==> src/rtl/window3x3_gen.sv <==
// rtl/window3x3_gen.sv - 3x3 neighbourhood window builder for a raster pixel stream
// Two line buffers feed a 3x3 register window; out_valid marks each complete window.
module window3x3_gen #(
  parameter int N     = 8,
  parameter int WIDTH = 16,
  parameter int CW    = 8
) (
  input  logic         clk,
  input  logic         rst,
  input  logic         in_valid,
  input  logic         in_sof,
  input  logic [N-1:0] in_pix,
  output logic         out_valid,
  output logic [N-1:0] op1,
  output logic [N-1:0] op2,
  output logic [N-1:0] op3,
  output logic [N-1:0] op4,
  output logic [N-1:0] op5,
  output logic [N-1:0] op6,
  output logic [N-1:0] op7,
  output logic [N-1:0] op8,
  output logic [N-1:0] op9
);

  localparam int AW = (WIDTH > 1) ? $clog2(WIDTH) : 1;

  typedef enum logic [1:0] {ROW0, ROW1, STREAM} row_e;

  row_e              row_q, row_d, row_eff;
  logic [CW-1:0]     col_q, col_d, col_eff;
  logic [AW-1:0]     addr;
  logic [2:0][N-1:0] top_q, top_d, mid_q, mid_d, bot_q, bot_d;
  logic              valid_q, valid_d;
  logic [N-1:0]      lb0 [WIDTH];
  logic [N-1:0]      lb1 [WIDTH];
  logic [N-1:0]      lb0_rd, lb1_rd;

  // A start-of-frame beat is treated as (row 0, col 0) whatever state we were in.
  always_comb begin
    col_eff = in_sof ? '0 : col_q;
    row_eff = in_sof ? ROW0 : row_q;
    addr    = col_eff[AW-1:0];
    lb0_rd  = lb0[addr];
    lb1_rd  = lb1[addr];
    col_d   = col_q;
    row_d   = row_q;
    top_d   = top_q;
    mid_d   = mid_q;
    bot_d   = bot_q;
    valid_d = 1'b0;
    if (in_valid) begin
      if (col_eff == CW'(WIDTH - 1)) begin
        col_d = '0;
        row_d = (row_eff == ROW0) ? ROW1 : STREAM;
      end else begin
        col_d = col_eff + CW'(1);
        row_d = row_eff;
      end
      top_d   = {top_q[1:0], lb1_rd};
      mid_d   = {mid_q[1:0], lb0_rd};
      bot_d   = {bot_q[1:0], in_pix};
      valid_d = (row_eff == STREAM) && (col_eff >= CW'(2));
    end
  end

  always_ff @(posedge clk or posedge rst) begin
    if (rst) begin
      row_q   <= ROW0;
      col_q   <= '0;
      top_q   <= '0;
      mid_q   <= '0;
      bot_q   <= '0;
      valid_q <= 1'b0;
    end else begin
      row_q   <= row_d;
      col_q   <= col_d;
      top_q   <= top_d;
      mid_q   <= mid_d;
      bot_q   <= bot_d;
      valid_q <= valid_d;
    end
  end

  // Buffer contents survive reset; stale data never reaches a flagged window.
  always_ff @(posedge clk) begin
    if (in_valid) begin
      lb1[addr] <= lb0_rd;
      lb0[addr] <= in_pix;
    end
  end

  assign out_valid = valid_q;
  assign op1 = top_q[2];
  assign op2 = top_q[1];
  assign op3 = top_q[0];
  assign op4 = mid_q[2];
  assign op5 = mid_q[1];
  assign op6 = mid_q[0];
  assign op7 = bot_q[2];
  assign op8 = bot_q[1];
  assign op9 = bot_q[0];

endmodule
==> config.mk <==
export PLATFORM = sky130hd
export DESIGN_NAME = window3x3_gen
export DESIGN_NICKNAME = d
export VERILOG_FILES = /design/src/rtl/window3x3_gen.sv
export SDC_FILE = /design/constraint.sdc
export NUM_CORES = 1
export LEC_CHECK = 0
export ABC_AREA = 0
export BUFFER_PORTS_ARGS = -buffer_cell sky130_fd_sc_hd__buf_2
export CORE_ASPECT_RATIO = 1.1
export CORE_MARGIN = 1.5
export CORE_UTILIZATION = 50
export CTS_CLUSTER_SIZE = 12
export DETAILED_ROUTE_END_ITERATION = 12
export PLACE_DENSITY = 0.68
export SETUP_SLACK_MARGIN = 0.1
export SLEW_MARGIN = 20
export SYNTH_ARGS = -nofsm -noshare
export SYNTH_HDL_FRONTEND = slang
export SYNTH_SLANG_ARGS = --single-unit
==> constraint.sdc <==
create_clock -name clk -period 7.5 [get_ports clk]
set_input_delay 0.375 -clock clk [delete_from_list [all_inputs] [get_ports clk]]
set_output_delay 0.375 -clock clk [all_outputs]
set_load 0.1 [all_outputs]
==> results of run 1 <==
## per-stage QoR
stage          util (%)  hold WS [ns]  setup WS (ns)  cell area [um2]
3_5_place_dp       53.6         0.271           4.19            14500
2_1_floorplan         -         0.454           4.96            13700
5_1_grt            57.6         0.279           4.09            15500
3_3_place_gp       53.6         0.267           4.11            14500
4_1_cts            57.6         0.255           4.31            15500
6_report           57.6         0.267           4.30            15500
## routing by layer
metal / routed length, um / vias up
met5: 0 / -
met4: 706 / 0
met3: 1950 / 52
met2: 15000 / 286
met1: 13100 / 4076
li1: - / 3598
## cells by family after synthesis
family / synth area share [%]
DFF: 71.1
and+or+nand+nor: 8.15
AOI/OAI and AO/OA: 6.97
muxes: 10.8
buffers and inverters: 2.69
adders and majority gates: 0.364
## report_power, final
part           leakage (nW)  total [mW]  internal [mW]  switching, mW
combinational          1.88        1.71          0.314           1.40
sequential             3.29        2.40           2.28          0.115
clock                 0.508        1.60          0.942          0.655
## state kept, by name, summed over array words and instances, names as in the netlist
register and count:
lb0 128, lb1 128, col_q 8, op1 8, op2 8, op3 8, op4 8, op5 8
op6 8, op7 8, op8 8, op9 8, row_q 2, out_valid 1
## cell type report
type	instances	area share [%]
Sequential cell	339	63.0
Multi-Input combinational cell	502	23.3
Clock buffer	57	6.71
Timing Repair Buffer	107	3.85
Tap cell	357	2.88
Inverter	12	0.298
Clock inverter	1	0.0323
## cell usage after synthesis, drive strengths merged, types with 2 or more instances
cell / number
a21oi: 50
a2bb2oi: 8
a31oi: 23
a41o: 8
and2: 2
and3b: 9
buf: 29
clkbuf: 31
clkinv: 2
dfrtp: 83
edfxtp: 256
ha: 4
inv: 10
mux2: 90
mux2i: 26
mux4: 9
nand2: 98
nand2b: 10
nand3: 31
nand3b: 9
nand4: 2
nor2: 27
nor2b: 19
nor3b: 3
nor4: 2
o21a: 8
o21ai: 29
o221ai: 2
o22ai: 13
o31ai: 8
## worst max-delay path: cells and delay by family (launching register included)
family	cells	cell delay [ns]
mux	1	0.24
buf+inv	1	0.76
compound gates	1	0.29
simple gates	3	1.08
flops	1	0.74
## final timing paths
| check | start | endpoint | slack (ns) | depth (start not counted) |
|---|---|---|---|---|
| setup reg to reg | col_q[0] | op6[3] | 4.30 | 6 |
| min in group asynchronous | rst | op1[4] | 0.31 | 3 |
| hold reg to reg | op7[2] | op7[2] | 0.50 | 1 |
| hold / removal | in_valid | col_q[0] | 0.27 | 3 |
| setup / recovery | col_q[0] | op6[3] | 4.30 | 6 |
| max in group asynchronous | rst | col_q[0] | 5.93 | 4 |
==> results.toml, run 1 <==
[yosys]
yosysTopAreaCell = "edfxtp_1"
synthCells = 913
synth_cell_type_count = 51
synth_area_per_cell_um2 = 15.1
netlist.area_leader.share_pct = 55.9
synth_nets = 929
ys_seq_elements = 339
synth-edff-count = 256
netlist_top_cells_area = "edfxtp_1, dfrtp_1, mux2_2"
synth-seq-area-share_pct = 71.1
async_flop_share_pct = 24.5
syn_area_mm2 = 0.0137
yosysWarnings = 0
ys.flop_type = "edfxtp_1"

[final_layout]
nets = 1013
syn_to_final_growth_pct = 12.9
final-seq-area_mm2 = 0.00977
layout_common_cells = "edfxtp_1, nand2_1, mux2_2"
nFillCells = 2114
layout_commonest_cell = "edfxtp_1"
layout-drive-gt1-share_pct = 25.8
antenna_cells = 0
layoutNonFillerInstCount = 1375
multi_input_comb_area_mm2 = 0.00361

[timing]
worstMarginPinSlew_ns = 0.993
skew_ns = 0.0120
timing.final.hold_violations = 0
rsz0062_at_grt = "false"
fin_tns_setup_ns = 0
setup_viol = 0
drv_slew = 0
min_period_ns = 3.20
period_share_pct = 42.7
fmax_mhz = 312
relSlewSlack_pct = 33.6

[cts]
cts_hold_buf = 1
postCtsSetupBuffers = 0
cts_tree = "built"
clk_pin_slew_ns = 0.06
cts_sinks = 339
ctsResizeCount = 0
cts_root_buffer = "clkbuf_16"
clk_latency_ns = 0.51
cts_max_level = 2
clk_path_buf_depth = 3
cts_buffers = 35

[floorplan]
row_count = 63
pin_count = 85
die_w_um = 161
core_area_mm2 = 0.0270
dieArea_mm2 = 0.0285
die_h_um = 177
start_util_pct = 51.0

[placement]
dp_cells = 1316
portBuffers = 84
hpwlAfterDp_um = 19000
place.gp.congestion = 0.856

[global_routing]
grt_usage_pct = 22.2
grtUsageMet3_pct = 3.56
gr-usage-met2_pct = 36.5
grt_start_max_net_pins = 79
grt_pass1_wl_um = 47500
overflow = 0
grtUsageMet1_pct = 31.0
antenna_found_initial = 1
first_global_vias = 7812
top_usage_layer = "met2"

[critical_path]
cp_slowest_stage_delay_ns = 0.76
critical-path-slowest-cell = "buf_4"
arrival_ns = 3.64
crit_chain = "buf_4 > nor4b_4 > nand2_1 > a41o_1 > nand3_2 > mux2_2"
end_kind = "register"
required_ns = 7.94
cp-start-kind = "register"
crit_type = "reg2reg"
crit_fanout = 67

[flow_run]
drv_cap = 0

[route]
vias_per_cell = 5.83
vias = 8012
wl_um = 30700
drc_errors = 0
first_iter_violations = 867
wl_per_cell_um = 22.4
first_pass_iters = 7
ant_nets = 0

[outcome]
status = "finished, final reports clean"

[hold_path]
min_path_type = "in2reg"

[power]
leakage_nw = 5.68
power_mw = 5.71
irDropWorstVdd_v = 0.000327
p_per_area_mw_per_mm2 = 368
Power figures use the tool's default switching activity.
==> run 2: changes to the inputs <==
==> constraint.sdc (replaced) <==
create_clock -name clk -period 3.08 [get_ports clk]
set_input_delay 0.154 -clock clk [delete_from_list [all_inputs] [get_ports clk]]
set_output_delay 0.154 -clock clk [all_outputs]
set_load 0.1 [all_outputs]
==> results.toml, run 2 (synthesis gave the netlist of run 1 again) <==
[outcome]
status = "finished, final reports clean"

[cts]
cts_root_buffer = "clkbuf_16"
postCtsSetupBuffers = 0
ctsResizeCount = 0
cts_max_level = 2
clk_latency_ns = 0.51
cts_buffers = 35
clk_path_buf_depth = 3
cts_sinks = 339
cts_tree = "built"
cts_hold_buf = 1
clk_pin_slew_ns = 0.06

[placement]
post-place-ws_ns = 0.377
portBuffers = 84
hpwlAfterDp_um = 19800
place.gp.congestion = 0.827

[hold_path]
hold_path_depth = 1
min_path_type = "in2reg"
hp-start = "in_pix[3]"
min_to = "lb0[14][3]"

[timing]
timing.final.hold_violations = 0
period_share_pct = 91.0
fmax_mhz = 357
setup_viol = 0
worstMarginPinSlew_ns = 0.971
rsz0062_at_grt = "false"
postLayoutSetupSlackWorst_ns = 0.278
relSlewSlack_pct = 35.3
skew_ns = 0.0115
min_period_ns = 2.80
drv_slew = 0
fin_tns_setup_ns = 0

[final_layout]
nFillCells = 2080
layout-drive-gt1-share_pct = 28.0
layout_commonest_cell = "edfxtp_1"
nets = 1045
layout_common_cells = "edfxtp_1, nand2_1, mux2_2"
syn_to_final_growth_pct = 15.3
reg.largest.list = "lb0: 128 flops, lb1: 128 flops"
fin_util_pct = 58.8

[route]
vias = 8174
wl_per_cell_um = 22.4
top_layer = "met4"
met2WireLength_um = 15400
routed-wl-met3_um = 2100
drc_errors = 0
ant_nets = 0
wl_um = 31600
wl_met1_um = 13200
first_pass_iters = 5
first_iter_violations = 815
vias_per_cell = 5.80

[power]
power_frac_clock_pct = 28.7
irDropWorstVdd_v = 0.000843
p_per_area_mw_per_mm2 = 885
leakage_nw = 5.88
swShare_pct = 37.4
p_seq_share_pct = 41.7
power_frac_comb_pct = 29.6
power.switching_mw = 5.25
intPower_mw = 8.78

[floorplan]
die_w_um = 161
core_area_mm2 = 0.0270
dieArea_mm2 = 0.0285
start_util_pct = 51.0
pin_count = 85
row_count = 63
die_h_um = 177

[global_routing]
first_global_vias = 8006
grt_pass1_wl_um = 48300
grt_usage_pct = 22.8
grt_start_max_net_pins = 58
overflow = 0
antenna_found_initial = 0

[critical_path]
path_delay_family = "simple AND/OR/NAND/NOR gates"
crit_type = "reg2reg"
crit_fanout = 19
reg2reg_depth = 5
ff2ff_setup_slack_ns = 0.28
cp-startpoint = "col_q[2]"
end_kind = "register"
cp-start-kind = "register"
critical-path-slowest-cell = "or3b_1"
r2r_start = "col_q[2]"
rr_endpoint = "op6[2]"
required_ns = 3.46
arrival_ns = 3.19
crit_chain = "or3b_1 > o21ai_0 > o22ai_1 > nand3_2 > mux2_2"
cp_num_buf_inv = 0
cp_slowest_stage_delay_ns = 0.71

[flow_run]
drv_cap = 0
==> run 2: cell types whose count changed in the layout (fill, tap and decap cells not counted) <==
| cell | delta |
|---|---|
| buf_4 | +28 |
| clkbuf_8 | -2 |
| bufinv_16 | +2 |
| buf_12 | +4 |
| clkinv_1 | +1 |
| nor2_1 | +1 |
| diode_2 | +2 |
| nor2_2 | -1 |
==> run 2: worst max-delay path by stage <==
stage / endpoint / slack, ns / depth (start not counted)
2_1_floorplan: lb0[11][0] / 0.64 / 7
3_3_place_gp: op6[2] / 0.48 / 6
3_5_place_dp: op6[2] / 0.38 / 6
4_1_cts: op6[2] / 0.34 / 5
5_1_grt: op6[2] / 0.11 / 5
6_report: op6[2] / 0.28 / 5
==> run 2: metal layers <==
layer,vias up,GRT usage [%]
met2,317,37.7
met4,0,7.18
met1,4126,31.4
li1,3671,-
met5,-,0
met3,60,3.54
==> run 2: per-stage QoR <==
step	hold slack (ns)	std cells	total power, mW	area (um2)
3_5_place_dp	0.360	1348	10.1	14700
5_1_grt	0.0615	1408	14.5	15800
6_report	0.0611	1410	14.0	15800
4_1_cts	0.0424	1408	14.1	15800
2_1_floorplan	0.253	913	9.21	13700
3_3_place_gp	0.361	1348	10.0	14700
==> run 2: power by group through the flow <==
| stage | combinational, mW | sequential, mW | clock [mW] |
|---|---|---|---|
| 2_1_floorplan | 1.13 | 8.08 | 0 |
| 3_3_place_gp | 4.11 | 5.93 | 0 |
| 3_5_place_dp | 4.15 | 5.95 | 0 |
| 4_1_cts | 4.16 | 5.85 | 4.10 |
| 5_1_grt | 4.33 | 5.91 | 4.26 |
| 6_report | 4.15 | 5.85 | 4.03 |
==> run 2: cell type report <==
class	count	area [um2]	area share, %
Inverter	12	46.3	0.292
Antenna cell	2	5.00	0.0316
Multi-Input combinational cell	502	3610	22.8
Tap cell	357	447	2.82
Clock buffer	55	1010	6.40
Clock inverter	4	68.8	0.434
Timing Repair Buffer	139	888	5.61
Sequential cell	339	9770	61.7
==> run 2: worst reg2reg max path, delay by kind of cell (launching register included) <==
kind,cells,cell delay [ns]
compound gates,2,0.56
simple gates,2,1.09
mux,1,0.40
flops,1,0.63
==> run 3: changes to the inputs <==
--- a/config.mk
+++ b/config.mk
@@ -6,13 +6,12 @@
 export NUM_CORES = 1
 export LEC_CHECK = 0
 export ABC_AREA = 0
-export BUFFER_PORTS_ARGS = -buffer_cell sky130_fd_sc_hd__buf_2
 export CORE_ASPECT_RATIO = 1.1
-export CORE_MARGIN = 1.5
+export CORE_MARGIN = 8
 export CORE_UTILIZATION = 50
 export CTS_CLUSTER_SIZE = 12
 export DETAILED_ROUTE_END_ITERATION = 12
-export PLACE_DENSITY = 0.68
+export DONT_BUFFER_PORTS = 1
 export SETUP_SLACK_MARGIN = 0.1
 export SLEW_MARGIN = 20
 export SYNTH_ARGS = -nofsm -noshare
==> results.toml, run 3 (synthesis gave the netlist of run 1 again) <==
[cts]
postCtsSetupBuffers = 0
clk_path_buf_depth = 3
clk_pin_slew_ns = 0.06
cts_root_buffer = "clkbuf_16"
cts_tree = "built"
cts_sinks = 339
clk_latency_ns = 0.52
cts_buffers = 36
cts_max_level = 2

[critical_path]
cp-start-kind = "register"
end_kind = "register"
reg2reg_depth = 6
crit_fanout = 37
required_ns = 3.48
r2r_start = "col_q[0]"
ff2ff_setup_slack_ns = 0.37
arrival_ns = 3.10
rr_endpoint = "op6[5]"
crit_type = "reg2reg"

[global_routing]
antenna_found_initial = 1
grt_start_max_net_pins = 99
overflow = 0
grt_pass1_wl_um = 50400
grt_usage_pct = 20.1
first_global_vias = 7969

[floorplan]
dieArea_mm2 = 0.0331
die_h_um = 190
pin_count = 85
start_util_pct = 50.8
die_w_um = 174
row_count = 63
core_area_mm2 = 0.0270

[placement]
hpwlAfterDp_um = 21000
post-place-ws_ns = 0.369
place.gp.congestion = 0.826
portBuffers = 0

[route]
first_pass_iters = 5
vias_per_cell = 5.93
drc_errors = 0
wl_um = 33500
ant_nets = 0
vias = 7974
first_iter_violations = 612
wl_per_cell_um = 24.9

[timing]
worstMarginPinSlew_ns = 1.02
min_period_ns = 2.71
drv_slew = 0
relSlewSlack_pct = 32.3
fmax_mhz = 369
timing.final.hold_violations = 0
setup_viol = 0
skew_ns = 0.0245
fin_tns_setup_ns = 0
rsz0062_at_grt = "false"
postLayoutSetupSlackWorst_ns = 0.372
period_share_pct = 87.9

[flow_run]
drv_cap = 0

[power]
leakage_nw = 5.65
irDropWorstVdd_v = 0.000802
power_mw = 13.9
p_per_area_mw_per_mm2 = 890

[hold_path]
hp-start = "in_valid"
min_path_type = "in2reg"
min_to = "col_q[5]"
hold_path_depth = 3

[final_layout]
syn_to_final_growth_pct = 13.6
nets = 977
layout_common_cells = "edfxtp_1, nand2_1, mux2_2"
fin_util_pct = 57.8
reg.largest.list = "lb0: 128 flops, lb1: 128 flops"
layout-drive-gt1-share_pct = 22.2
layout_commonest_cell = "edfxtp_1"

[outcome]
status = "finished, final reports clean"
## run 3: timing repair
| item | in CTS | in global routing |
|---|---|---|
| resized for setup | 0 | 0 |
| endpoints found under the setup margin | 0 | 0 |
| endpoints found under the hold margin | 249 | 0 |
| hold buffers | 14 | 0 |
## run 3: through the flow
stage          hold slack [ns]  instance area, um2  std cells
2_1_floorplan            0.253               13700        913
3_3_place_gp             0.193               14300       1266
3_5_place_dp             0.204               14300       1266
4_1_cts                 0.0370               15600       1344
5_1_grt                 0.0965               15600       1345
6_report                0.0689               15600       1345
## run 3: metal layers
metal | wire (um) | vias to the layer above | GRT usage, %
met5 | 0 | - | 0
met4 | 1220 | 0 | 7.77
met3 | 2200 | 79 | 3.35
met2 | 16500 | 328 | 33.1
met1 | 13600 | 4043 | 26.4
li1 | - | 3524 | -
## run 3: worst max-delay path, cell delays in order (launching register included)
cell       delay (ns)
dfrtp_4          0.75
buf_4            0.44
mux2_2           0.39
a2bb2oi_1        0.13
o22ai_1          0.16
nand3_2          0.29
mux2_2           0.36
## run 3: area by class of cell
| class | instances | area (um2) |
|---|---|---|
| fill | 2104 | 11400 |
| antenna | 1 | 2.50 |
| timing repair buffer | 70 | 591 |
| clock inverter | 5 | 83.8 |
| sequential | 339 | 9770 |
| clock buffer | 59 | 1070 |
| tap | 357 | 447 |
| inverter | 12 | 46.3 |
| multi-input combinational | 502 | 3610 |
## run 3: where the power goes
part           total, mW  internal (mW)  leakage (nW)  switching (mW)
registers           8.08           5.50          3.29            2.58
clock network       4.15           2.47         0.557            1.68
logic               1.66          0.637          1.80            1.02
## run 3: how the worst max path moves through the flow
stage / start / to / slack, ns / cells after the start
after global placement: col_q[0] / op6[5] / 0.41 / 6
after detailed placement: col_q[0] / op6[5] / 0.37 / 6
final: col_q[0] / op6[5] / 0.37 / 6
after floorplan: col_q[0] / lb0[11][0] / 0.64 / 7
after global routing: col_q[0] / op6[5] / 0.22 / 6
after CTS: col_q[0] / op6[5] / 0.36 / 6
